--- src/rtl/gray_counter_sync.sv ---
// Parametrised up/down counter with registered binary count and matching Gray code.
// Supports parallel load in binary or Gray, wrap or saturate at the ends, and a wrap pulse.
module gray_counter_sync #(
   parameter int WIDTH    = 4,
   parameter int SATURATE = 0
) (
   input  logic             clk,
   input  logic             rst,
   input  logic             en,
   input  logic             up_dn,
   input  logic             load,
   input  logic             load_gray,
   input  logic [WIDTH-1:0] load_val,
   output logic [WIDTH-1:0] bin_out,
   output logic [WIDTH-1:0] gray_out,
   output logic             wrap
);

   localparam logic [WIDTH-1:0] ALL_ONES = '1;
   localparam logic [WIDTH-1:0] ZERO     = '0;
   localparam logic [WIDTH-1:0] ONE      = WIDTH'(1);

   function automatic logic [WIDTH-1:0] bin2gray(input logic [WIDTH-1:0] b);
      return b ^ (b >> 1);
   endfunction

   // Prefix XOR from the MSB down; WIDTH-1 XOR levels is the deepest path in the block.
   function automatic logic [WIDTH-1:0] gray2bin(input logic [WIDTH-1:0] g);
      logic [WIDTH-1:0] b;
      b[WIDTH-1] = g[WIDTH-1];
      for (int i = WIDTH - 2; i >= 0; i--) begin
         b[i] = b[i+1] ^ g[i];
      end
      return b;
   endfunction

   logic [WIDTH-1:0] load_bin;
   logic [WIDTH-1:0] cnt_bin;
   logic             cnt_wrap;
   logic             at_top;
   logic             at_bot;

   always_comb begin
      load_bin = load_gray ? gray2bin(load_val) : load_val;
      at_top   = (bin_out == ALL_ONES);
      at_bot   = (bin_out == ZERO);
      cnt_bin  = bin_out;
      cnt_wrap = 1'b0;
      if (up_dn) begin
         if (!(at_top && (SATURATE != 0))) begin
            cnt_bin  = bin_out + ONE;
            cnt_wrap = at_top;
         end
      end else begin
         if (!(at_bot && (SATURATE != 0))) begin
            cnt_bin  = bin_out - ONE;
            cnt_wrap = at_bot;
         end
      end
   end

   always_ff @(posedge clk) begin
      if (rst) begin
         bin_out  <= ZERO;
         gray_out <= ZERO;
         wrap     <= 1'b0;
      end else if (load) begin
         bin_out  <= load_bin;
         gray_out <= bin2gray(load_bin);
         wrap     <= 1'b0;
      end else if (en) begin
         bin_out  <= cnt_bin;
         gray_out <= bin2gray(cnt_bin);
         wrap     <= cnt_wrap;
      end else begin
         wrap     <= 1'b0;
      end
   end

endmodule

--- config.mk ---
export PLATFORM = sky130hd
export DESIGN_NAME = gray_counter_sync
export DESIGN_NICKNAME = d
export VERILOG_FILES = /design/src/rtl/gray_counter_sync.sv
export SDC_FILE = /design/constraint.sdc
export NUM_CORES = 1
export LEC_CHECK = 0
export BUFFER_PORTS_ARGS = -buffer_cell sky130_fd_sc_hd__buf_2
export CAP_MARGIN = 20
export CORE_MARGIN = 2
export CORE_UTILIZATION = 25
export DETAILED_ROUTE_END_ITERATION = 10
export PLACE_DENSITY = 0.51
export SYNTH_ARGS = -nofsm -noshare
export SYNTH_HDL_FRONTEND = slang
export SYNTH_SLANG_ARGS = --single-unit
export TNS_END_PERCENT = 1
--- constraint.sdc ---
create_clock -name clk -period 5.3 [get_ports clk]
set_clock_uncertainty 0.1 [all_clocks]
set_input_delay 0.265 -clock clk [delete_from_list [all_inputs] [get_ports clk]]
set_output_delay 0.265 -clock clk [all_outputs]
set_load 0.005 [all_outputs]
## After elaboration in Yosys (flattened, before gate mapping)

Index checks and enable logic that the tools add are counted.

- Reduce and logical (&&, ||, !) cells: 3
- Equality and inequality tests: 1
- Bitwise operators: 6
- Mux-type cells: 7
- Add/subtract/negate cells: 2

Operators with widths:

| cell | number |
|---|---|
| 4-bit two-way mux | 5 |
| 4-bit by 3-bit bitwise XOR with 4-bit output | 2 |
| 4-bit by 1-bit adder with 4-bit output (second input constant) | 1 |
| 4-bit == test (second input constant) | 1 |
| 4-bit zero test | 1 |
| 4-bit by 1-bit subtractor with 4-bit output (second input constant) | 1 |
| 3-bit two-way mux | 1 |
| 3-bit OR reduction | 1 |
| 1-bit bitwise XOR | 3 |
| 2-bit nonzero test | 1 |
| 1-bit two-way mux | 1 |
| 1-bit NOT | 1 |

- Bits in registers: 9
- Input bits: 10
- Logic and storage cells: 22

## Longest topological paths before layout

Gate-level depths: netlist of the first run.

- Depth in word-level cells: 6
- Mapped depth: 6

## Worst setup path before layout of the first run

No wires, ideal clock.

- Path kind: register to register
- From: register bin_out[0]
- To: register gray_out[1]
- Clock period less this slack: 1850 ps
- Arrival time: 1655 ps
- Path buffers: 0
- Stages on the path, launching flop included: 7
- Setup time: 95 ps
- Path slack: 3450 ps
- Cell sequence: dfxtp_1 inv_1 fa_1 xnor2_1 xnor2_1 nand2_1 a221oi_1

- Cells in the longest elaborated chain, start to end: 5
- Elaborated cells between the ends (all ways): 6

RTL lines:

| element | RTL line | RTL |
|---|---|---|
| start, declared | 14 | `output logic [WIDTH-1:0] bin_out,` |
| start signal, assigned | 68 | `bin_out <= load_bin;` |
| start signal, assigned | 72 | `bin_out <= cnt_bin;` |
| 4-bit by 1-bit subtractor with 4-bit output or 4-bit by 1-bit adder with 4-bit output (tied branches) | 56, 51 |  |
| 4-bit two-way mux (*) | 49 | `if (up_dn) begin` |
| 4-bit by 3-bit bitwise XOR with 4-bit output (*) | 24 | `return b ^ (b >> 1);` |
| 4-bit two-way mux (*) | 71 | `end else if (en) begin` |
| 4-bit two-way mux (*) | 67 | `end else if (load) begin` |
| end signal, assigned | 69 | `gray_out <= bin2gray(load_bin);` |
| end signal, assigned | 73 | `gray_out <= bin2gray(cnt_bin);` |
| end, declared | 15 | `output logic [WIDTH-1:0] gray_out,` |

Every way passes the cells marked *; elsewhere a longest branch is shown, timed or not. The select of a mux whose other input is x is not followed.
A chain may end at the register's enable or synchronous reset.

## Worst setup path after layout of the first run

Ends and elaborated chain as after synthesis.

==> flow_summary.json, run 1 <==
{
  "final_setup_slack_of_the_worst_path_ns": 3.33,
  "cts_buffer_depth": 2,
  "cts_sinks": 8,
  "synth.most_common_cell": "sky130_fd_sc_hd__xnor2_1",
  "max_stage_delay_ns": 0.44,
  "timing.final.hold_violations": 0,
  "fin_nets": 104,
  "cts_setup_buffers": 0,
  "syn_avg_cell_area_um2": 8.52,
  "worst-slew-pin-transition_ns": 0.341,
  "grt_antenna_before_repair": 0,
  "grt_use_total_pct": 11.2,
  "detailroute.via_count": 538,
  "global_route_wire_length_before_repair_um": 2280,
  "timing.final.setup_violations": 0,
  "postSynth.topFlopCell": "sky130_fd_sc_hd__dfxtp_1",
  "post_cts_hold_buffer_count": 0,
  "worst_skew_pair.late_latency_ns": 0.26,
  "synth_seq_area_share_pct": 26.1,
  "synth_seq_cells": 8,
  "core_region_area_mm2": 0.00228,
  "final_cycle_share_pct": 37.1,
  "clk_pin_slew_worst_paths_ns": 0.06,
  "layout_min_cycle_time_ns": 1.97,
  "crit_top_cell": "sky130_fd_sc_hd__xnor2_1",
  "die_w_um": 53.5,
  "die-height_um": 53.5,
  "cts_resized": 0,
  "drt_drc_violations_left": 0,
  "mappedNetlistArea_um2": 613,
  "dr.first_iter.drc_count": 0,
  "multi_input_comb_area_um2": 419,
  "numCtsBuffers": 3,
  "min_path_type": "in -> reg",
  "p_leak_nw": 0.331,
  "synth_fp_nets": 85,
  "maximum_number_of_pins_on_one_net_before_global_route_repair": 16,
  "netlist-cell-type-count": 28,
  "synth-edff-count": 0,
  "wire_length_reported_by_the_detailed_router_um": 1320,
  "crit_arrival_ns": 2.04,
  "cp-end-kind": "flip-flop",
  "cp.buffers_inverters": 1,
  "drtAntennaViolNets": 0,
  "detailedPlace.worstSlack_ns": 3.35,
  "crit_fanout": 6,
  "maxSlewViolCount": 0,
  "antenna_cells": 0,
  "setup.worst_path.class": "reg -> reg",
  "core.rowCount": 17,
  "path_delay_family": "XOR/XNOR gates",
  "critical_path.cell_chain": "inv_1, fa_1, xnor2_1, xnor2_1, nand2_1, a221oi_1",
  "dr.pass1.iters": 1,
  "tritoncts": "built",
  "yosys_warnings": 0,
  "port_buffers": 18,
  "ir_drop_worst_vdd_mv": 0.0868,
  "area.growth.synth_to_final_pct": 21.0,
  "total_die_area_mm2": 0.00286,
  "ys_top_cells_by_count": "9 x sky130_fd_sc_hd__xnor2_1, 8 x sky130_fd_sc_hd__dfxtp_1, 6 x sky130_fd_sc_hd__a21oi_1, 5 x sky130_fd_sc_hd__xor2_1",
  "outcome": "completed",
  "synth_async_sr_flop_share_pct": 0,
  "fin_total_pwr_mw": 0.195,
  "yosys-top-cells-area": "sky130_fd_sc_hd__dfxtp_1 26%, sky130_fd_sc_hd__xnor2_1 13%, sky130_fd_sc_hd__xor2_1 7.1%",
  "number_of_global_route_vias_before_repair": 532,
  "drive_above_1_share_pct": 24.7,
  "initial_utilization_pct": 26.9,
  "fin_setup_tns_ns": 0,
  "seqCellArea_um2": 160,
  "maxClockFrequency_mhz": 508,
  "globalplace.congestion": 0.856,
  "gate_count_after_technology_mapping": 72,
  "half_perimeter_wire_length_after_placement_um": 1050,
  "root_buffer": "sky130_fd_sc_hd__clkbuf_4",
  "rsz0062_at_grt": "false",
  "data_required_time_of_the_worst_path_ns": 5.37,
  "fillCellCount": 252,
  "pwr_density_cell_mw_per_mm2": 262,
  "slowest_stage": "sky130_fd_sc_hd__dfxtp_1",
  "cap_viol_max_count": 0,
  "routed_via_density": 4.60,
  "clock_tree.htree_level_count": 1,
  "grt-ovfl-total": 0,
  "setup.worst_path.start_class": "flip-flop",
  "max_slew_margin_pct": 77.1,
  "io_pins": 19,
  "synth_top_cell_by_area": "sky130_fd_sc_hd__dfxtp_1",
  "synth_top_area_share_pct": 26.1,
  "routedWlPerCell_um": 11.3
}
[stage by stage]
step	util [%]	cells	instance area, µm²	hold WS [ns]
global route	32.6	117	742	0.196
finish	32.6	117	742	0.178
detailed placement	31.6	114	719	0.443
floorplan	-	72	613	0.325
global placement	31.6	114	719	0.437
CTS	32.6	117	742	0.169
[path summary, 6_finish.rpt]
path | from | depth (start not counted) | slack [ns] | endpoint
setup reg to reg | bin_out[0]$_SDFFE_PP0P_ | 6 | 3.33 | gray_out[1]$_SDFFE_PP0P_
hold reg to reg | gray_out[1]$_SDFFE_PP0P_ | 2 | 0.45 | gray_out[1]$_SDFFE_PP0P_
hold / removal | rst | 2 | 0.18 | bin_out[0]$_SDFFE_PP0P_
setup / recovery | bin_out[0]$_SDFFE_PP0P_ | 6 | 3.33 | gray_out[1]$_SDFFE_PP0P_
[power breakdown]
part,switching [mW],total [mW],leakage [nW],internal (mW)
clock network,0.0239,0.0501,0.0138,0.0261
logic,0.0356,0.0720,0.251,0.0364
registers,0.00594,0.0725,0.0663,0.0665
[kinds of logic after synthesis]
logic type               after synthesis  share of synthesized area [%]
flip-flops                             8                           26.1
AND/OR/NAND/NOR                       19                           16.3
AO/OA/AOI/OAI                         19                           20.8
buffers and inverters                  8                           5.51
XOR/XNOR                              15                           23.9
adder cells (fa/ha/maj)                3                           7.35
[placed cells by master, fill, tap and decap left out]
master	count
sky130_fd_sc_hd__and3_1	1
sky130_fd_sc_hd__nor2_1	4
sky130_fd_sc_hd__ha_1	2
sky130_fd_sc_hd__o21ai_0	1
sky130_fd_sc_hd__buf_2	18
sky130_fd_sc_hd__o21ai_1	1
sky130_fd_sc_hd__o22ai_1	2
sky130_fd_sc_hd__a211o_1	1
sky130_fd_sc_hd__inv_1	4
sky130_fd_sc_hd__a21boi_0	1
sky130_fd_sc_hd__nor2b_1	3
sky130_fd_sc_hd__fa_1	1
sky130_fd_sc_hd__nand2_1	4
sky130_fd_sc_hd__nor3_1	1
sky130_fd_sc_hd__a21oi_1	6
sky130_fd_sc_hd__a221oi_1	1
sky130_fd_sc_hd__nand3_1	2
sky130_fd_sc_hd__nor3b_1	2
sky130_fd_sc_hd__xnor2_1	9
sky130_fd_sc_hd__a211oi_2	1
sky130_fd_sc_hd__xor2_1	5
sky130_fd_sc_hd__clkbuf_4	3
sky130_fd_sc_hd__dfxtp_1	8
sky130_fd_sc_hd__a21o_1	1
sky130_fd_sc_hd__xor3_1	1
sky130_fd_sc_hd__a211oi_1	4
sky130_fd_sc_hd__nand2b_1	1
sky130_fd_sc_hd__and3b_1	1
[sequential cells by signal (all words and copies together), names as in the netlist]
signal    flops
bin_out       4
gray_out      3
wrap          1
[cell type report]
cell class                      count  area share [%]
Sequential cell                     8            21.6
Inverter                            4            2.02
Timing Repair Buffer               18            12.1
Clock buffer                        3            3.04
Tap cell                           28            4.72
Multi-Input combinational cell     56            56.5
[per-layer routing]
| layer | track usage [%] | up-vias | wire [µm] |
|---|---|---|---|
| li1 | - | 284 | - |
| met1 | 14.1 | 239 | 622 |
| met2 | 17.1 | 11 | 613 |
| met3 | 1.98 | 4 | 46 |
| met4 | 7.69 | 0 | 38 |
| met5 | 0 | - | 0 |
No activity file was read; power rests on OpenSTA's default activity.
==> run 2: changes to the inputs <==
- PLACE_DENSITY: 0.51 -> 0.52
- clock period: 5.3 -> 1.7 ns (I/O delays scaled with it)
==> flow_summary.json, run 2 (same netlist as run 1, synthesis figures left out) <==
{
  "cp.buffers_inverters": 1,
  "cap_viol_max_count": 0,
  "power.switching_mw": 0.209,
  "global_route_wire_length_before_repair_um": 2280,
  "p_int_mw": 0.430,
  "path_delay_family": "adder cells",
  "setup.worst_path.class": "reg -> reg",
  "layout_min_cycle_time_ns": 1.62,
  "io_pins": 19,
  "max_stage_delay_ns": 0.40,
  "core_region_area_mm2": 0.00228,
  "total_die_area_mm2": 0.00286,
  "flip_flop_count_of_the_largest_register_after_layout": 4,
  "placedCellCount": 117,
  "cp-end-kind": "flip-flop",
  "die-height_um": 53.5,
  "dr.pass1.iters": 4,
  "maxClockFrequency_mhz": 619,
  "tritoncts": "built",
  "routed_via_density": 4.68,
  "cts_setup_buffers": 0,
  "wire_length_reported_by_the_detailed_router_um": 1370,
  "timing.final.hold_violations": 0,
  "worst_skew_pair.late_latency_ns": 0.25,
  "fin_nets": 108,
  "data_required_time_of_the_worst_path_ns": 1.76,
  "grt_use_total_pct": 11.3,
  "biggestRegsByFlops": "bin_out: 4 flops, gray_out: 3 flops, wrap: 1 flops",
  "max_flop_register": "bin_out",
  "power.share.sequential_pct": 34.6,
  "antenna_cells": 0,
  "final_cycle_share_pct": 95.1,
  "post_layout_nonfiller_instances": 121,
  "pwr_density_cell_mw_per_mm2": 791,
  "routedWlPerCell_um": 11.4,
  "worst-slew-pin-transition_ns": 0.273,
  "crit_arrival_ns": 1.67,
  "setup.worst_path.start_class": "flip-flop",
  "rsz0062_at_grt": "true",
  "core.rowCount": 17,
  "drt_drc_violations_left": 0,
  "detailroute.via_count": 566,
  "grt_antenna_before_repair": 0,
  "p_leak_nw": 0.360,
  "pwr-share-comb_pct": 42.1,
  "globalplace.congestion": 0.705,
  "cts_sinks": 8,
  "layout.cells.most_common": "sky130_fd_sc_hd__buf_2",
  "numCtsBuffers": 3,
  "initial_utilization_pct": 26.9,
  "area.growth.synth_to_final_pct": 31.6,
  "grt-ovfl-total": 0,
  "maxSlewViolCount": 0,
  "drtAntennaViolNets": 0,
  "maximum_number_of_pins_on_one_net_before_global_route_repair": 16,
  "final_core_utilization_pct": 35.5,
  "cts_buffer_depth": 2,
  "layout.cells.most_common_list": "18 x sky130_fd_sc_hd__buf_2, 8 x sky130_fd_sc_hd__xnor2_1, 6 x sky130_fd_sc_hd__dfxtp_1",
  "max_slew_margin_pct": 81.7,
  "drive_above_1_share_pct": 33.3,
  "final_setup_slack_of_the_worst_path_ns": 0.0832,
  "critical_path.cell_chain": "inv_1, fa_2, xnor2_4, xnor2_1, nand2_1, a221oi_1",
  "slowest_stage": "sky130_fd_sc_hd__fa_2",
  "port_buffers": 18,
  "root_buffer": "sky130_fd_sc_hd__clkbuf_4",
  "power.share.switching_pct": 32.7,
  "clk_pin_slew_worst_paths_ns": 0.05,
  "crit_fanout": 3,
  "number_of_global_route_vias_before_repair": 537,
  "half_perimeter_wire_length_after_placement_um": 1100,
  "die_w_um": 53.5,
  "detailedPlace.worstSlack_ns": 0.0354,
  "fin_setup_tns_ns": 0,
  "dr.first_iter.drc_count": 15,
  "clock_tree.htree_level_count": 1,
  "ir_drop_worst_vdd_mv": 0.358,
  "clockPowerShare_pct": 23.3,
  "min_path_type": "in -> reg",
  "timing.final.setup_violations": 0,
  "outcome": "completed"
}
run 2: cell count changes in the layout (fill, tap and decap cells not counted), sizes merged:
| cell | before | now |
|---|---|---|
| buf | 18 | 21 |
| dlygate4sd3 | 0 | 1 |
run 2: worst paths after layout:
path | startpoint | to | slack, ns | cells after the start
max | bin_out[1]$_SDFFE_PP0P_ | gray_out[1]$_SDFFE_PP0P_ | 0.08 | 6
min | load_val[0] | gray_out[0]$_SDFFE_PP0P_ | 0.06 | 3
min reg2reg | bin_out[0]$_SDFFE_PP0P_ | wrap$_SDFF_PP0_ | 0.45 | 3
max reg2reg | bin_out[1]$_SDFFE_PP0P_ | gray_out[1]$_SDFFE_PP0P_ | 0.08 | 6
run 2: power groups by stage:
stage	registers [mW]	logic, mW	clock network [mW]
2_1_floorplan	0.231	0.170	0
3_3_place_gp	0.224	0.250	0
3_5_place_dp	0.225	0.249	0
4_1_cts	0.220	0.254	0.159
5_1_grt	0.223	0.296	0.167
6_report	0.221	0.269	0.149
run 2: per-layer routing:
| layer | wire length [µm] | global-route usage (%) | vias up | share of wire [%] |
|---|---|---|---|---|
| met2 | 657 | 17.7 | 11 | 48 |
| met4 | 19 | 6.41 | 0 | 1.4 |
| met1 | 651 | 14.1 | 261 | 47 |
| met5 | 0 | 0 | - | 0 |
| li1 | - | - | 292 | - |
| met3 | 45 | 2.54 | 2 | 3.3 |
run 2: per-stage QoR:
stage | total power, mW | hold slack [ns] | cell area [µm²]
6_report | 0.639 | 0.0605 | 807
5_1_grt | 0.686 | 0.0694 | 807
4_1_cts | 0.634 | 0.0501 | 786
3_5_place_dp | 0.474 | 0.265 | 753
3_3_place_gp | 0.474 | 0.271 | 753
2_1_floorplan | 0.400 | 0.143 | 624
run 2: worst reg2reg max path, stage by stage, from the launching register on:
cell	delay, ns
sky130_fd_sc_hd__dfxtp_2	0.33
sky130_fd_sc_hd__inv_1	0.05
sky130_fd_sc_hd__fa_2	0.40
sky130_fd_sc_hd__xnor2_4	0.18
sky130_fd_sc_hd__xnor2_1	0.14
sky130_fd_sc_hd__nand2_1	0.07
sky130_fd_sc_hd__a221oi_1	0.26
run 2: final cells by class:
type                       count  area [µm²]
fill                         249        1470
clock buffer                   3        22.5
tap                           28        35.0
sequential                     8         163
multi-input combinational     56         449
timing repair buffer          22         123
inverter                       4        15.0
run 2: repair_timing:
item                                    CTS  global route
hold buffers                              1             0
hold endpoints to repair                  1             0
resized for setup                         0             4
endpoints found under the setup margin    0             3
==> run 3: changes to the inputs <==
- CTS_BUF_LIST: unset -> sky130_fd_sc_hd__clkbuf_8
- SETUP_SLACK_MARGIN: unset -> 0.02
==> flow_summary.json, run 3 (same netlist as run 1, synthesis figures left out) <==
{
  "placed_instance_area_um2": 753,
  "pwr_density_cell_mw_per_mm2": 883,
  "cts_buffer_depth": 2,
  "p_leak_nw": 0.363,
  "half_perimeter_wire_length_after_placement_um": 1100,
  "grt-ovfl-total": 0,
  "power.share.sequential_pct": 30.8,
  "detailedPlace.worstSlack_ns": 0.0354,
  "pwr-share-comb_pct": 37.2,
  "data_required_time_of_the_worst_path_ns": 1.73,
  "fin_total_pwr_mw": 0.719,
  "cap_viol_max_count": 0,
  "grt_use_total_pct": 11.2,
  "min_path_type": "in -> reg",
  "maximum_number_of_pins_on_one_net_before_global_route_repair": 16,
  "wire_length_reported_by_the_detailed_router_um": 1370,
  "crit_arrival_ns": 1.66,
  "fin_setup_tns_ns": 0,
  "number_of_global_route_vias_before_repair": 524,
  "setup.worst_path.class": "reg -> reg",
  "outcome": "completed",
  "setup.worst_path.start_class": "flip-flop",
  "die-height_um": 53.5,
  "dr.pass1.iters": 4,
  "biggestRegsByFlops": "bin_out: 4 flops, gray_out: 3 flops, wrap: 1 flops",
  "final_setup_slack_of_the_worst_path_ns": 0.0680,
  "numCtsBuffers": 3,
  "fin_nets": 107,
  "power.switching_mw": 0.218,
  "fillCellCount": 247,
  "post_cts_hold_buffer_count": 0,
  "ir_drop_worst_vdd_mv": 0.382,
  "die_w_um": 53.5,
  "critical_path.cell_chain": "inv_1, fa_2, xnor2_4, xnor2_1, nand2_1, a221oi_1",
  "core.rowCount": 17,
  "global_route_wire_length_before_repair_um": 2260,
  "crit_fanout": 3,
  "worst_skew_pair.late_latency_ns": 0.23,
  "p_int_mw": 0.501,
  "maxSlewViolCount": 0,
  "clk_pin_slew_worst_paths_ns": 0.04,
  "worst-slew-pin-transition_ns": 0.271,
  "total_die_area_mm2": 0.00286,
  "critical_path_cell_count": 6,
  "cp-end-kind": "flip-flop",
  "detailroute.via_count": 564,
  "final_cell_area_um2": 815,
  "cts_sinks": 8,
  "final_core_utilization_pct": 35.8,
  "core_region_area_mm2": 0.00228,
  "antenna_cells": 0,
  "path_delay_family": "adder cells",
  "layout_min_cycle_time_ns": 1.63,
  "finalHoldWorstSlack_ns": 0.0288,
  "rsz0062_at_grt": "true",
  "launch_point_of_the_worst_hold_path": "rst",
  "dr.first_iter.drc_count": 15,
  "timing.final.hold_violations": 0,
  "initial_utilization_pct": 26.9,
  "maxClockFrequency_mhz": 613,
  "max_flop_register": "bin_out",
  "post_layout_nonfiller_instances": 120,
  "layout.cells.most_common": "sky130_fd_sc_hd__buf_2",
  "grt_antenna_before_repair": 0,
  "placedCellCount": 117,
  "port_buffers": 18,
  "ff2ff_path_depth": 6,
  "globalplace.congestion": 0.705,
  "power.share.switching_pct": 30.3,
  "seqCellArea_um2": 161,
  "slowest_stage": "sky130_fd_sc_hd__fa_2",
  "area.growth.synth_to_final_pct": 32.9,
  "critPathLaunch": "bin_out[1]$_SDFFE_PP0P_",
  "layout.cells.most_common_list": "18 x sky130_fd_sc_hd__buf_2, 8 x sky130_fd_sc_hd__xnor2_1, 7 x sky130_fd_sc_hd__dfxtp_1",
  "drive_above_1_share_pct": 32.6,
  "drt_drc_violations_left": 0,
  "drtAntennaViolNets": 0,
  "clockPowerShare_pct": 32.1,
  "flip_flop_count_of_the_largest_register_after_layout": 4,
  "tritoncts": "built",
  "max_stage_delay_ns": 0.40,
  "io_pins": 19,
  "reg2reg_from": "bin_out[1]$_SDFFE_PP0P_",
  "max_slew_margin_pct": 81.8,
  "routed_via_density": 4.70,
  "cp.buffers_inverters": 1,
  "timing.final.setup_violations": 0,
  "cts_setup_buffers": 0,
  "final_cycle_share_pct": 96.0,
  "multi_input_comb_area_um2": 449,
  "hold_depth": 2,
  "routedWlPerCell_um": 11.4,
  "root_buffer": "sky130_fd_sc_hd__clkbuf_8",
  "clock_tree.htree_level_count": 1
}
## run 3: changes by cell type in the layout (fill, tap and decap cells not counted), sizes merged
cell         delta
dlygate4sd3     -1
## run 3: final timing paths
check,end,slack (ns)
setup / recovery,gray_out[1]$_SDFFE_PP0P_,0.07
hold / removal,bin_out[0]$_SDFFE_PP0P_,0.03
setup reg to reg,gray_out[1]$_SDFFE_PP0P_,0.07
hold reg to reg,wrap$_SDFF_PP0_,0.45
## run 3: area by class of cell
class / instances / share of cell area [%]
sequential: 8 / 19.8
multi-input combinational: 56 / 55.1
inverter: 4 / 1.84
timing repair buffer: 21 / 13.8
clock buffer: 3 / 5.07
tap: 28 / 4.30
## run 3: worst reg2reg max path: cells and delay by family, from the launching register on
family / cells / cell delay [ns]
buf+inv: 1 / 0.06
xor+xnor: 2 / 0.32
compound gates: 1 / 0.25
fa+ha+maj: 1 / 0.40
flops: 1 / 0.33
simple gates: 1 / 0.07
## run 3: power groups by stage
stage | Combinational [mW] | Clock [mW] | Sequential, mW
global route | 0.294 | 0.249 | 0.224
floorplan | 0.170 | 0 | 0.231
detailed placement | 0.249 | 0 | 0.225
CTS | 0.252 | 0.240 | 0.221
finish | 0.267 | 0.231 | 0.221
global placement | 0.250 | 0 | 0.224
## run 3: what timing repair did
item / 4_1_cts / 5_1_grt
setup endpoints to repair: 1 / 3
gates resized for setup: 0 / 3
pin swaps: 2 / 0
hold endpoints to repair: 0 / 0
## run 3: metal layers
layer	track usage [%]	wire length [µm]	share of wire, %	up-vias
met5	0	0	0	-
met3	2.54	53	3.9	2
met4	6.41	22	1.6	0
met1	13.9	636	47	260
li1	-	-	-	289
met2	17.5	654	48	13
